## src/rtl/ps2_pkg.sv

```systemverilog
// Shared PS/2 receive definitions: FSM encoding, frame geometry, timing defaults.
package ps2_pkg;

   typedef enum logic [1:0] {
      ST_IDLE  = 2'd0,
      ST_RECV  = 2'd1,
      ST_CHECK = 2'd2
   } ps2_state_t;

   // start + 8 data + parity + stop
   localparam int PS2_FRAME_LEN   = 11;
   // bit counter value of the stop bit (counter starts at the first data bit)
   localparam int PS2_LAST_BIT    = PS2_FRAME_LEN - 2;
   localparam int PS2_FILTER_LEN  = 8;
   // 250 us at 50 MHz
   localparam int PS2_TIMEOUT_CYC = 12500;

   // Odd parity over data+parity, and a high stop bit.
   function automatic logic ps2_frame_ok(input logic [8:0] data_par, input logic stop);
      return (^data_par) & stop;
   endfunction

endpackage

```

## src/rtl/ps2_line_filter.sv

```systemverilog
// Two-flop synchronizer plus run-length glitch filter for one raw PS/2 line.
// The output idles high and only moves after FILTER_LEN consecutive samples
// at the new level.
module ps2_line_filter #(
   parameter int FILTER_LEN = 8
) (
   input  logic clk,
   input  logic rst_n,
   input  logic din,
   output logic dout
);

   localparam int             CW   = $clog2(FILTER_LEN + 1);
   localparam logic [CW-1:0]  LAST = CW'(FILTER_LEN - 1);

   logic [1:0]    sync;
   logic [CW-1:0] cnt;

   // bring the asynchronous line into the clk domain
   always_ff @(posedge clk or negedge rst_n) begin
      if (!rst_n) sync <= 2'b11;
      else        sync <= {sync[0], din};
   end

   // count consecutive samples that disagree with the output; flip on the last one
   always_ff @(posedge clk or negedge rst_n) begin
      if (!rst_n) begin
         dout <= 1'b1;
         cnt  <= '0;
      end else if (sync[1] == dout) begin
         cnt <= '0;
      end else if (cnt == LAST) begin
         dout <= sync[1];
         cnt  <= '0;
      end else begin
         cnt <= cnt + 1'b1;
      end
   end

endmodule

```

## src/rtl/ps2_rx_frame.sv

```systemverilog
// Receive-only PS/2 frame decoder: filters both lines, samples data on each
// filtered clock falling edge, checks parity/stop and emits one byte per frame.
// A watchdog drops partial frames when the device stops clocking.
module ps2_rx_frame
   import ps2_pkg::*;
#(
   parameter int FILTER_LEN  = PS2_FILTER_LEN,
   parameter int TIMEOUT_CYC = PS2_TIMEOUT_CYC
) (
   input  logic       clk,
   input  logic       rst_n,
   input  logic       ps2_clk,
   input  logic       psdata,
   output logic [7:0] code,
   output logic       code_valid,
   output logic       frame_err,
   output logic       timeout_err
);

   localparam int            WW       = $clog2(TIMEOUT_CYC + 1);
   localparam logic [WW-1:0] WD_MAX   = WW'(TIMEOUT_CYC);
   localparam logic [3:0]    BIT_LAST = 4'(PS2_LAST_BIT);

   logic          kclk_f;
   logic          kdat_f;
   logic          kclk_q;
   logic          fall;

   ps2_state_t    state;
   ps2_state_t    state_nxt;
   logic [3:0]    bitcnt;
   logic [8:0]    sr;        // data bits then parity, first wire bit ends up in sr[0]
   logic          stop_r;
   logic [WW-1:0] wd;

   logic          start_rx;
   logic          shift_en;
   logic          stop_en;
   logic          code_ld;
   logic          wd_to;

   ps2_line_filter #(.FILTER_LEN(FILTER_LEN)) u_clk_filt (
      .clk   (clk),
      .rst_n (rst_n),
      .din   (ps2_clk),
      .dout  (kclk_f)
   );

   ps2_line_filter #(.FILTER_LEN(FILTER_LEN)) u_dat_filt (
      .clk   (clk),
      .rst_n (rst_n),
      .din   (psdata),
      .dout  (kdat_f)
   );

   // previous filtered clock level for falling-edge detection
   always_ff @(posedge clk or negedge rst_n) begin
      if (!rst_n) kclk_q <= 1'b1;
      else        kclk_q <= kclk_f;
   end

   assign fall = kclk_q & ~kclk_f;

   // a falling edge in the same cycle always beats the watchdog
   assign wd_to = (state == ST_RECV) && (wd == WD_MAX) && !fall;

   // state register
   always_ff @(posedge clk or negedge rst_n) begin
      if (!rst_n) state <= ST_IDLE;
      else        state <= state_nxt;
   end

   // next-state decode
   always_comb begin
      state_nxt = state;
      case (state)
         ST_IDLE:  if (fall && !kdat_f) state_nxt = ST_RECV;
         ST_RECV: begin
            if (fall && bitcnt == BIT_LAST) state_nxt = ST_CHECK;
            else if (wd_to)                 state_nxt = ST_IDLE;
         end
         ST_CHECK: state_nxt = ST_IDLE;
         default:  state_nxt = ST_IDLE;
      endcase
   end

   // output / datapath control decode
   always_comb begin
      start_rx    = (state == ST_IDLE) && fall && !kdat_f;
      shift_en    = (state == ST_RECV) && fall && (bitcnt != BIT_LAST);
      stop_en     = (state == ST_RECV) && fall && (bitcnt == BIT_LAST);
      // code is written on the stop edge so it is already new while CHECK pulses code_valid
      code_ld     = stop_en && ps2_frame_ok(sr, kdat_f);
      code_valid  = (state == ST_CHECK) &&  ps2_frame_ok(sr, stop_r);
      frame_err   = (state == ST_CHECK) && !ps2_frame_ok(sr, stop_r);
      timeout_err = wd_to;
   end

   // bit counter, shift register, stop bit and output byte
   always_ff @(posedge clk or negedge rst_n) begin
      if (!rst_n) begin
         bitcnt <= '0;
         sr     <= '0;
         stop_r <= 1'b0;
         code   <= 8'h00;
      end else begin
         if (start_rx || wd_to) begin
            bitcnt <= '0;
            sr     <= '0;
         end else if (shift_en) begin
            sr     <= {kdat_f, sr[8:1]};
            bitcnt <= bitcnt + 1'b1;
         end
         if (stop_en) stop_r <= kdat_f;
         if (code_ld) code   <= sr[7:0];
      end
   end

   // watchdog: cleared by every edge, runs only while a frame is in progress
   always_ff @(posedge clk or negedge rst_n) begin
      if (!rst_n)                         wd <= '0;
      else if (fall || state != ST_RECV)  wd <= '0;
      else if (wd != WD_MAX)              wd <= wd + 1'b1;
   end

endmodule
```

## config.mk

```make
export PLATFORM = sky130hd
export DESIGN_NAME = ps2_rx_frame
export DESIGN_NICKNAME = d
export VERILOG_FILES = /design/src/rtl/ps2_pkg.sv /design/src/rtl/ps2_line_filter.sv /design/src/rtl/ps2_rx_frame.sv
export SDC_FILE = /design/constraint.sdc
export NUM_CORES = 1
export LEC_CHECK = 0
export CAP_MARGIN = 15
export CORE_ASPECT_RATIO = 1.25
export CORE_UTILIZATION = 55
export CTS_CLUSTER_DIAMETER = 80
export DETAILED_ROUTE_END_ITERATION = 16
export GPL_TIMING_DRIVEN = 0
export PLACE_DENSITY = 0.75
export SETUP_SLACK_MARGIN = 0.02
export SLEW_MARGIN = 25
export SYNTH_ARGS = -nofsm -noshare
export SYNTH_HDL_FRONTEND = slang
export SYNTH_SLANG_ARGS = --single-unit
```

## constraint.sdc

```tcl
create_clock -name clk -period 2.1 [get_ports clk]
set_input_delay 0.42 -clock clk [delete_from_list [all_inputs] [get_ports clk]]
set_output_delay 0.42 -clock clk [all_outputs]
set_load 0.1 [all_outputs]
```

=== Word level (Yosys, flattened, before mapping) ===
Index checks and enable logic that the tools add are counted.

* Multiplexer cells: 14
* Bitwise logic cells: 6
* Reductions and logical operators: 24
* Add/subtract/negate cells: 4
* Equal/unequal tests: 13

{| class="wikitable"
|+ Operators by type and width
! operator !! number
|-
| 2-to-1 mux 14 bit || 2
|-
| 2-to-1 mux 4 bit || 6
|-
| 2-to-1 mux 9 bit || 2
|-
| adder 14 x 1 -> 14 bit, second input constant || 1
|-
| equality test 14 bit, second input constant || 1
|-
| inequality test 14 bit, second input constant || 1
|-
| adder 4 x 1 -> 4 bit, second input constant || 3
|-
| logical AND 1 bit || 12
|-
| parity 9 bit || 1
|-
| equality test 4 x 3 -> 1 bit, second input constant || 2
|-
| 2-to-1 mux 2 bit || 3
|-
| AND reduction 2 bit || 3
|-
| equality test 4 bit, second input constant || 1
|-
| inequality test 4 bit, second input constant || 1
|-
| one-hot mux 2 bit (2 select lines) || 1
|-
| nonzero test 2 bit || 2
|-
| bitwise AND 1 bit || 3
|-
| logical NOT 1 bit || 3
|-
| inequality test 3 bit, second input constant || 1
|-
| inverter 1 bit || 3
|-
| equality test 1 bit || 2
|-
| equality test 2 x 1 -> 1 bit, second input constant || 1
|-
| equality test 2 bit, second input constant || 1
|-
| logical NOT 2 bit || 1
|-
| other kinds (3) || 4
|}

* Output and inout port bits: 11
* Bits in registers: 53
* Input port bits: 4
* Word-level logic and storage cells: 74

=== Logic depth before layout (Yosys ltp) ===
Gate-level depths: netlist of run 1.

* Word-level depth: 7
* Depth in mapped cells: 7
* Mapped depth without buffers: 6

=== Modules after synthesis ===
Synthesis of run 1 repeated with hierarchy kept, for this count alone.

* Cells, all modules: 219
* Area total of the unflattened synthesis: 2532.4 µm²

{| class="wikitable"
|+ Modules (own cells, without submodules)
! module !! seq. area each (µm²) !! area an instance (µm²) !! cells each !! instances
|-
| ps2_rx_frame || 977.2 || 1954.4 || 181 || 1
|-
| ps2_line_filter || 178.9 || 289.0 || 19 || 2
|}

=== Worst setup path before layout of run 1 ===
OpenSTA, ideal clock, no wires.

* Path kind: register to output
* Start: reg sr[5]
* End: out frame_err
* Buffers on the path: 0
* Stages on the path, launching flop included: 5
* Arrival: 2.656 ns
* Path slack: -0.976 ns
* Required time: 1.680 ns
* Cell sequence: dfrtp_1 > xor2_1 > xnor3_1 > xor2_1 > a21oi_1

* Cells in the longest elaborated chain, start to end: 4

{| class="wikitable"
|+ RTL lines
! item !! line !! text
|-
| from (decl) || ps2_rx_frame.sv:32 || <nowiki>logic [8:0] sr;</nowiki>
|-
| from (signal assigned) || ps2_rx_frame.sv:111 || <nowiki>sr <= {kdat_f, sr[8:1]};</nowiki>
|-
| parity 9 bit || ps2_pkg.sv:20 || <nowiki>return (^data_par) & stop;</nowiki>
|-
| bitwise AND 1 bit || ps2_pkg.sv:20 ||
|-
| logical NOT 1 bit || ps2_rx_frame.sv:95 || <nowiki>frame_err = (state == ST_CHECK) && !ps2_frame_ok(sr, stop_r);</nowiki>
|-
| logical AND 1 bit || ps2_rx_frame.sv:95 ||
|-
| to (decl) || ps2_rx_frame.sv:16 || <nowiki>output logic frame_err,</nowiki>
|}

No other way between the ends.

=== Worst setup path in the final report of run 1 ===
* Start: reg sr[2]
* End: out code_valid

* Cells in the longest elaborated chain, start to end: 3

{| class="wikitable"
|+ RTL lines
! item !! line !! text
|-
| parity 9 bit || ps2_pkg.sv:20 ||
|-
| bitwise AND 1 bit || ps2_pkg.sv:20 ||
|-
| logical AND 1 bit || ps2_rx_frame.sv:94 || <nowiki>code_valid = (state == ST_CHECK) && ps2_frame_ok(sr, stop_r);</nowiki>
|-
| to (decl) || ps2_rx_frame.sv:15 || <nowiki>output logic code_valid,</nowiki>
|}

No other way between the ends.

==> flow_summary.yaml, run 1 <==
status:
  outcome: "finished, violations left"
  violations: "negative setup slack"
final_layout:
  layout-drive-gt1-share_pct: 21.60
  nets: 259
  fill_cells: 316
  syn_to_final_growth_pct: 19.86
  mostFrequentLayoutCells: "dfrtp_1, nand3_1, nor2_1, nand2_1, a21oi_1"
  multi_input_area_um2: 1101
  n_antenna_cell: 0
  finish.utilization_pct: 69.65
  register_area_um2: 1335
  mostFrequentLayoutCell: "dfrtp_1"
sta:
  slew_violations: 0
  hold_viol_final: 0
  setup_tns_ns: -0.6442
  tightest_slew_ns: 0.9589
  fmax_ghz: 0.4052
  setup_viol: 3
  final.min_clock_period_ns: 2.468
  fin_crit_sh_pct: 117.5
  max-slew-margin-rel_pct: 36.33
  grt_setup_unrepaired: "true"
  holdWs_ns: 0.1274
  clock_skew_ns: 0.007811
  setup_ws_ns: -0.3678
global_route:
  grt_max_degree: 54
  grt_antenna_before_repair: 0
  grt_pass1_vias: 1638
  grt_pass1_wl_mm: 7.272
  grt_usage_pct: 20.84
  grt-ovfl-total: 0
drt:
  wl_per_cell_um: 13.90
  ant_nets: 0
  routed_wirelength_mm: 4.253
  drc_errors: 0
  via_per_inst: 5.444
  vias: 1666
  drtPass1Iterations: 4
  drt_iter0_markers: 121
synthesis:
  synth_top_area_share_pct: 47.57
  syn_inst: 218
  synth_area_leader_cell: "dfrtp_1"
  ys_seq_area_share_pct: 55.17
  ys_seq_elements: 53
  synthesis.area_um2: 2420
  synth.net_count: 228
  synth_area_leaders: "dfrtp_1, dfstp_2, mux2_2, nand3_1, xor2_1"
  synth_cell_type_count: 35
  ys_warn_count: 0
  syn_avg_cell_area_um2: 11.10
power_and_ir_drop:
  power_mw: 2.572
  ir_drop_mv: 0.7348
  powerDensity_nw_per_um2: 887.0
  p_leak_nw: 1.319
worst_setup_path:
  cp.arrival_ns: 2.05
  required_ns: 1.68
  path_class: "reg2out"
  startpoint_type: "flop"
  end_kind: "output port"
  cp_max_fo: 2
floorplan:
  initial_core_util_pct: 58.11
  fp.dieH_um: 76.16
  die_area_um2: 4671
  coreArea_um2: 4164
  die_x_um: 61.33
  rows: 26
  io_pins: 15
clock_network:
  clk_latency_ns: 0.31
  numCtsBuffers: 5
  cts_buffer_depth: 2
  cts_tree: "built"
  ctsHoldBuffers: 0
  htreeDepth: 2
  clk_pin_slew_ns: 0.10
  clock_sinks: 53
  cts_root_buffer: "clkbuf_8"
placed_design:
  io_buffers: 14
  dpl.hpwl_mm: 2.777
  place_congestion: 0.7723
job:
  cap_violations: 0
worst_hold_path:
  min_path_type: "in2async"
## logic make-up (layout without fill, tap and decap cells)
| family | Yosys count | count (layout) | synth area share, % |
|---|---|---|---|
| AOI/OAI and AO/OA | 21 | 21 | 4.550 |
| xor gates and xnor gates | 22 | 22 | 9.100 |
| adders and majority gates | 6 | 6 | 3.102 |
| buffers and inverters | 9 | 41 | 1.499 |
| DFF | 53 | 53 | 55.17 |
| muxes | 13 | 13 | 6.153 |
| and+or+nand+nor | 94 | 94 | 20.42 |
## power breakdown
part,internal (mW),switching (mW)
clock network,0.357,0.340
registers,1.16,0.116
logic,0.267,0.328
## timing repair
item,4_1_cts,5_1_grt
resized for setup,40,3
pin swaps,7,3
buffers inserted,8,2
endpoints found under the setup margin,21,13
cloned,0,0
## flip-flops by register name (all words and copies together), names as in the netlist, 2 cells and up
register and cells:
sr 9, u_clk_filt.cnt 4, u_clk_filt.sync 2, u_dat_filt.sync 2, code 8, state 2
bitcnt 4, u_dat_filt.cnt 4, wd 14
## worst paths after layout
check / startpoint / endpoint / slack, ns / depth (start not counted)
max in group asynchronous: rst_n / wd[1] / 1.54 / 1
hold / removal: rst_n / u_dat_filt.cnt[2] / 0.13 / 1
min in group clk: u_clk_filt.sync[0] / u_clk_filt.sync[1] / 0.36 / 0
hold reg to reg: u_clk_filt.sync[0] / u_clk_filt.sync[1] / 0.36 / 0
setup reg to reg: sr[2] / code[7] / 0.08 / 5
setup / recovery: sr[2] / code_valid / -0.37 / 5
## Yosys cell counts
library cell,n
a21bo_2,1
a21oi_1,17
and2_1,2
and3_1,2
and3b_1,1
and4_1,1
and4b_1,2
and4bb_2,1
buf_2,1
clkbuf_1,4
clkbuf_2,1
dfrtp_1,46
dfstp_2,7
ha_1,6
inv_1,3
mux2_2,11
mux2_4,1
mux2i_1,1
nand2_1,16
nand2b_1,3
nand3_1,22
nand3b_1,4
nand4_1,4
nand4b_1,2
nor2_1,21
nor2b_1,2
nor3_1,6
nor4bb_1,1
o21ai_0,3
or2_2,1
or3_1,2
or4_1,1
xnor2_1,9
xnor3_1,2
xor2_1,11
## worst max-delay path: stages, from the launching register on
cell and delay [ns]:
dfrtp_1 0.41, xnor2_1 0.19, xnor3_2 0.51, xor2_4 0.19, and4b_4 0.27, buf_12 0.17
## metal layers
layer | share of wire (%) | track usage, %
met1 | 43 | 24.77
met2 | 52 | 35.65
met3 | 2.6 | 4.754
met4 | 1.5 | 7.273
met5 | 0 | 0
## metrics by stage
stage | setup slack, ns | instances | instance area (µm²)
2_1_floorplan | -0.08889 | 218 | 2450
3_3_place_gp | -0.9983 | 288 | 2660
3_5_place_dp | -1.026 | 288 | 2658
4_1_cts | -0.3422 | 304 | 2875
5_1_grt | -0.4425 | 306 | 2900
6_report | -0.3678 | 306 | 2900
## final cells by class
type                            count  share of cell area, %
Tap cell                           56                  2.416
Clock buffer                        5                  2.373
Inverter                            3                 0.3883
Sequential cell                    53                  46.03
Buffer                              6                  1.208
Clock inverter                      3                  1.596
Timing Repair Buffer               24                  8.024
Multi-Input combinational cell    156                  37.96
No activity file was read; power rests on OpenSTA's default activity.
==> run 2: changes to the inputs <==
--- a/config.mk
+++ b/config.mk
@@ -10,6 +10,7 @@
 export CORE_UTILIZATION = 55
 export CTS_CLUSTER_DIAMETER = 80
 export DETAILED_ROUTE_END_ITERATION = 16
+export GPL_ROUTABILITY_DRIVEN = 0
 export GPL_TIMING_DRIVEN = 0
 export PLACE_DENSITY = 0.75
 export SETUP_SLACK_MARGIN = 0.02
==> results of run 2 <==
The final DEF is identical to that of run 1; final timing and power are the same.
==> run 3: changes to the inputs <==
--- a/config.mk
+++ b/config.mk
@@ -6,7 +6,7 @@
 export NUM_CORES = 1
 export LEC_CHECK = 0
 export CAP_MARGIN = 15
-export CORE_ASPECT_RATIO = 1.25
+export CORE_ASPECT_RATIO = 0.9
 export CORE_UTILIZATION = 55
 export CTS_CLUSTER_DIAMETER = 80
 export DETAILED_ROUTE_END_ITERATION = 16
==> flow_summary.yaml, run 3 (synthesized netlist as in run 1, its figures left out) <==
worst_setup_path:
  crit_slowest_cell: "xnor3_2"
  r2r_end: "code[3]"
  startpoint_type: "flop"
  end_kind: "output port"
  cp_cell_sequence: "xor2_1, xnor3_2, xor2_4, and4b_4, buf_12"
  critPathBufInv: 1
  path_class: "reg2out"
  cp-endpoint: "code_valid"
  required_ns: 1.68
  r2r_cells: 5
  critical-path-top-delay-family: "XOR/XNOR gates"
  cp.arrival_ns: 2.02
  cp_max_fo: 2
  slowest_delay_ns: 0.50
  cp-startpoint: "sr[4]"
  crit_cells: 5
  r2r_start: "sr[4]"
  regToRegSetupSlack_ns: 0.12
power_and_ir_drop:
  powerDensity_nw_per_um2: 850.6
  ir_drop_mv: 0.6486
  power_mw: 2.450
  p_leak_nw: 1.321
drt:
  drtPass1Iterations: 4
  drt_iter0_markers: 93
  drc_errors: 0
  ant_nets: 0
  via_per_inst: 5.320
  routed_wirelength_mm: 3.963
  vias: 1644
  wl_per_cell_um: 12.83
final_layout:
  n_antenna_cell: 0
  finish.utilization_pct: 69.30
  mostFrequentLayoutCell: "dfrtp_1"
  regMostFlops: "wd"
  final_area_um2: 2880
  layout-drive-gt1-share_pct: 21.29
  syn_to_final_growth_pct: 19.03
  largest_register_ffs: 14
  reg.largest.list: "wd (14), sr (9), code (8)"
  mostFrequentLayoutCells: "dfrtp_1, nand3_1, nor2_1, nand2_1, a21oi_1"
  nets: 258
floorplan:
  io_pins: 15
  fp.dieH_um: 64.93
  die_area_um2: 4669
  die_x_um: 71.92
  coreArea_um2: 4156
  initial_core_util_pct: 58.22
  rows: 22
sta:
  fmax_ghz: 0.4104
  fin_crit_sh_pct: 116.0
  max-slew-margin-rel_pct: 36.32
  grt_setup_unrepaired: "true"
  setup_viol: 2
  slew_violations: 0
  clock_skew_ns: 0.008745
  final.min_clock_period_ns: 2.437
  hold_viol_final: 0
  tightest_slew_ns: 0.9590
  setup_ws_ns: -0.3368
global_route:
  grt_pass1_vias: 1517
  grt_usage_pct: 19.16
  grt_max_degree: 54
  grt-ovfl-total: 0
  grt_antenna_before_repair: 0
  grt_pass1_wl_mm: 6.768
clock_network:
  cts_buffer_depth: 2
  numCtsBuffers: 5
  ctsHoldBuffers: 0
  clk_latency_ns: 0.30
  htreeDepth: 2
  cts_tree: "built"
  clock_sinks: 53
  cts_root_buffer: "clkbuf_8"
  clk_pin_slew_ns: 0.09
placed_design:
  dpl-instance-area_um2: 2663
  io_buffers: 14
  dpl.hpwl_mm: 2.571
status:
  outcome: "finished, violations left"
  violations: "negative setup slack"
job:
  cap_violations: 0
worst_hold_path:
  min_path_type: "in2async"
## run 3: layout make-up
| class | instances | area [µm²] |
|---|---|---|
| Buffer | 6 | 32.53 |
| Clock buffer | 6 | 82.58 |
| Clock inverter | 2 | 13.76 |
| Fill cell | 317 | 1276 |
| Inverter | 3 | 11.26 |
| Multi-Input combinational cell | 156 | 1105 |
| Sequential cell | 53 | 1335 |
| Tap cell | 60 | 75.07 |
| Timing Repair Buffer | 23 | 225.2 |
## run 3: routing by layer
| layer | share of wire (%) | track usage [%] | wire [µm] | vias up |
|---|---|---|---|---|
| met2 | 44 | 28.89 | 1757 | 25 |
| met3 | 2.8 | 4.199 | 110 | 7 |
| met1 | 51 | 27.14 | 2036 | 799 |
| met5 | 0 | 0 | 0 | - |
| met4 | 1.5 | 7.353 | 59 | 0 |
| li1 | - | - | - | 813 |
## run 3: metrics by stage
stage / std cells / hold WS [ns] / TNS (ns) / setup slack, ns
after global placement: 292 / 0.3462 / -48.82 / -0.9768
after global routing: 309 / 0.1799 / -0.7430 / -0.3913
final: 309 / 0.1342 / -0.5941 / -0.3368
after floorplan: 218 / 0.1244 / -0.1104 / -0.08889
after detailed placement: 292 / 0.3498 / -3.989 / -0.9729
after CTS: 306 / 0.1525 / -0.5590 / -0.3481
## run 3: how the worst min path moves through the flow
stage | endpoint | depth (start not counted) | slack [ns]
floorplan | bitcnt[0] | 0 | 0.12
global placement | u_clk_filt.sync[1] | 0 | 0.35
detailed placement | u_clk_filt.sync[1] | 0 | 0.35
CTS | u_dat_filt.cnt[2] | 1 | 0.15
global route | u_dat_filt.cnt[1] | 1 | 0.18
finish | u_dat_filt.cnt[2] | 1 | 0.13
## run 3: timing repair
item / 4_1_cts / 5_1_grt
endpoints found under the hold margin: 0 / 0
endpoints found under the setup margin: 21 / 13
gates resized for setup: 38 / 6
pin swaps: 3 / 2
buffers inserted: 6 / 3
## run 3: power breakdown
part	switching (mW)	internal (mW)
registers	0.107	1.16
clock network	0.316	0.267
logic	0.330	0.266
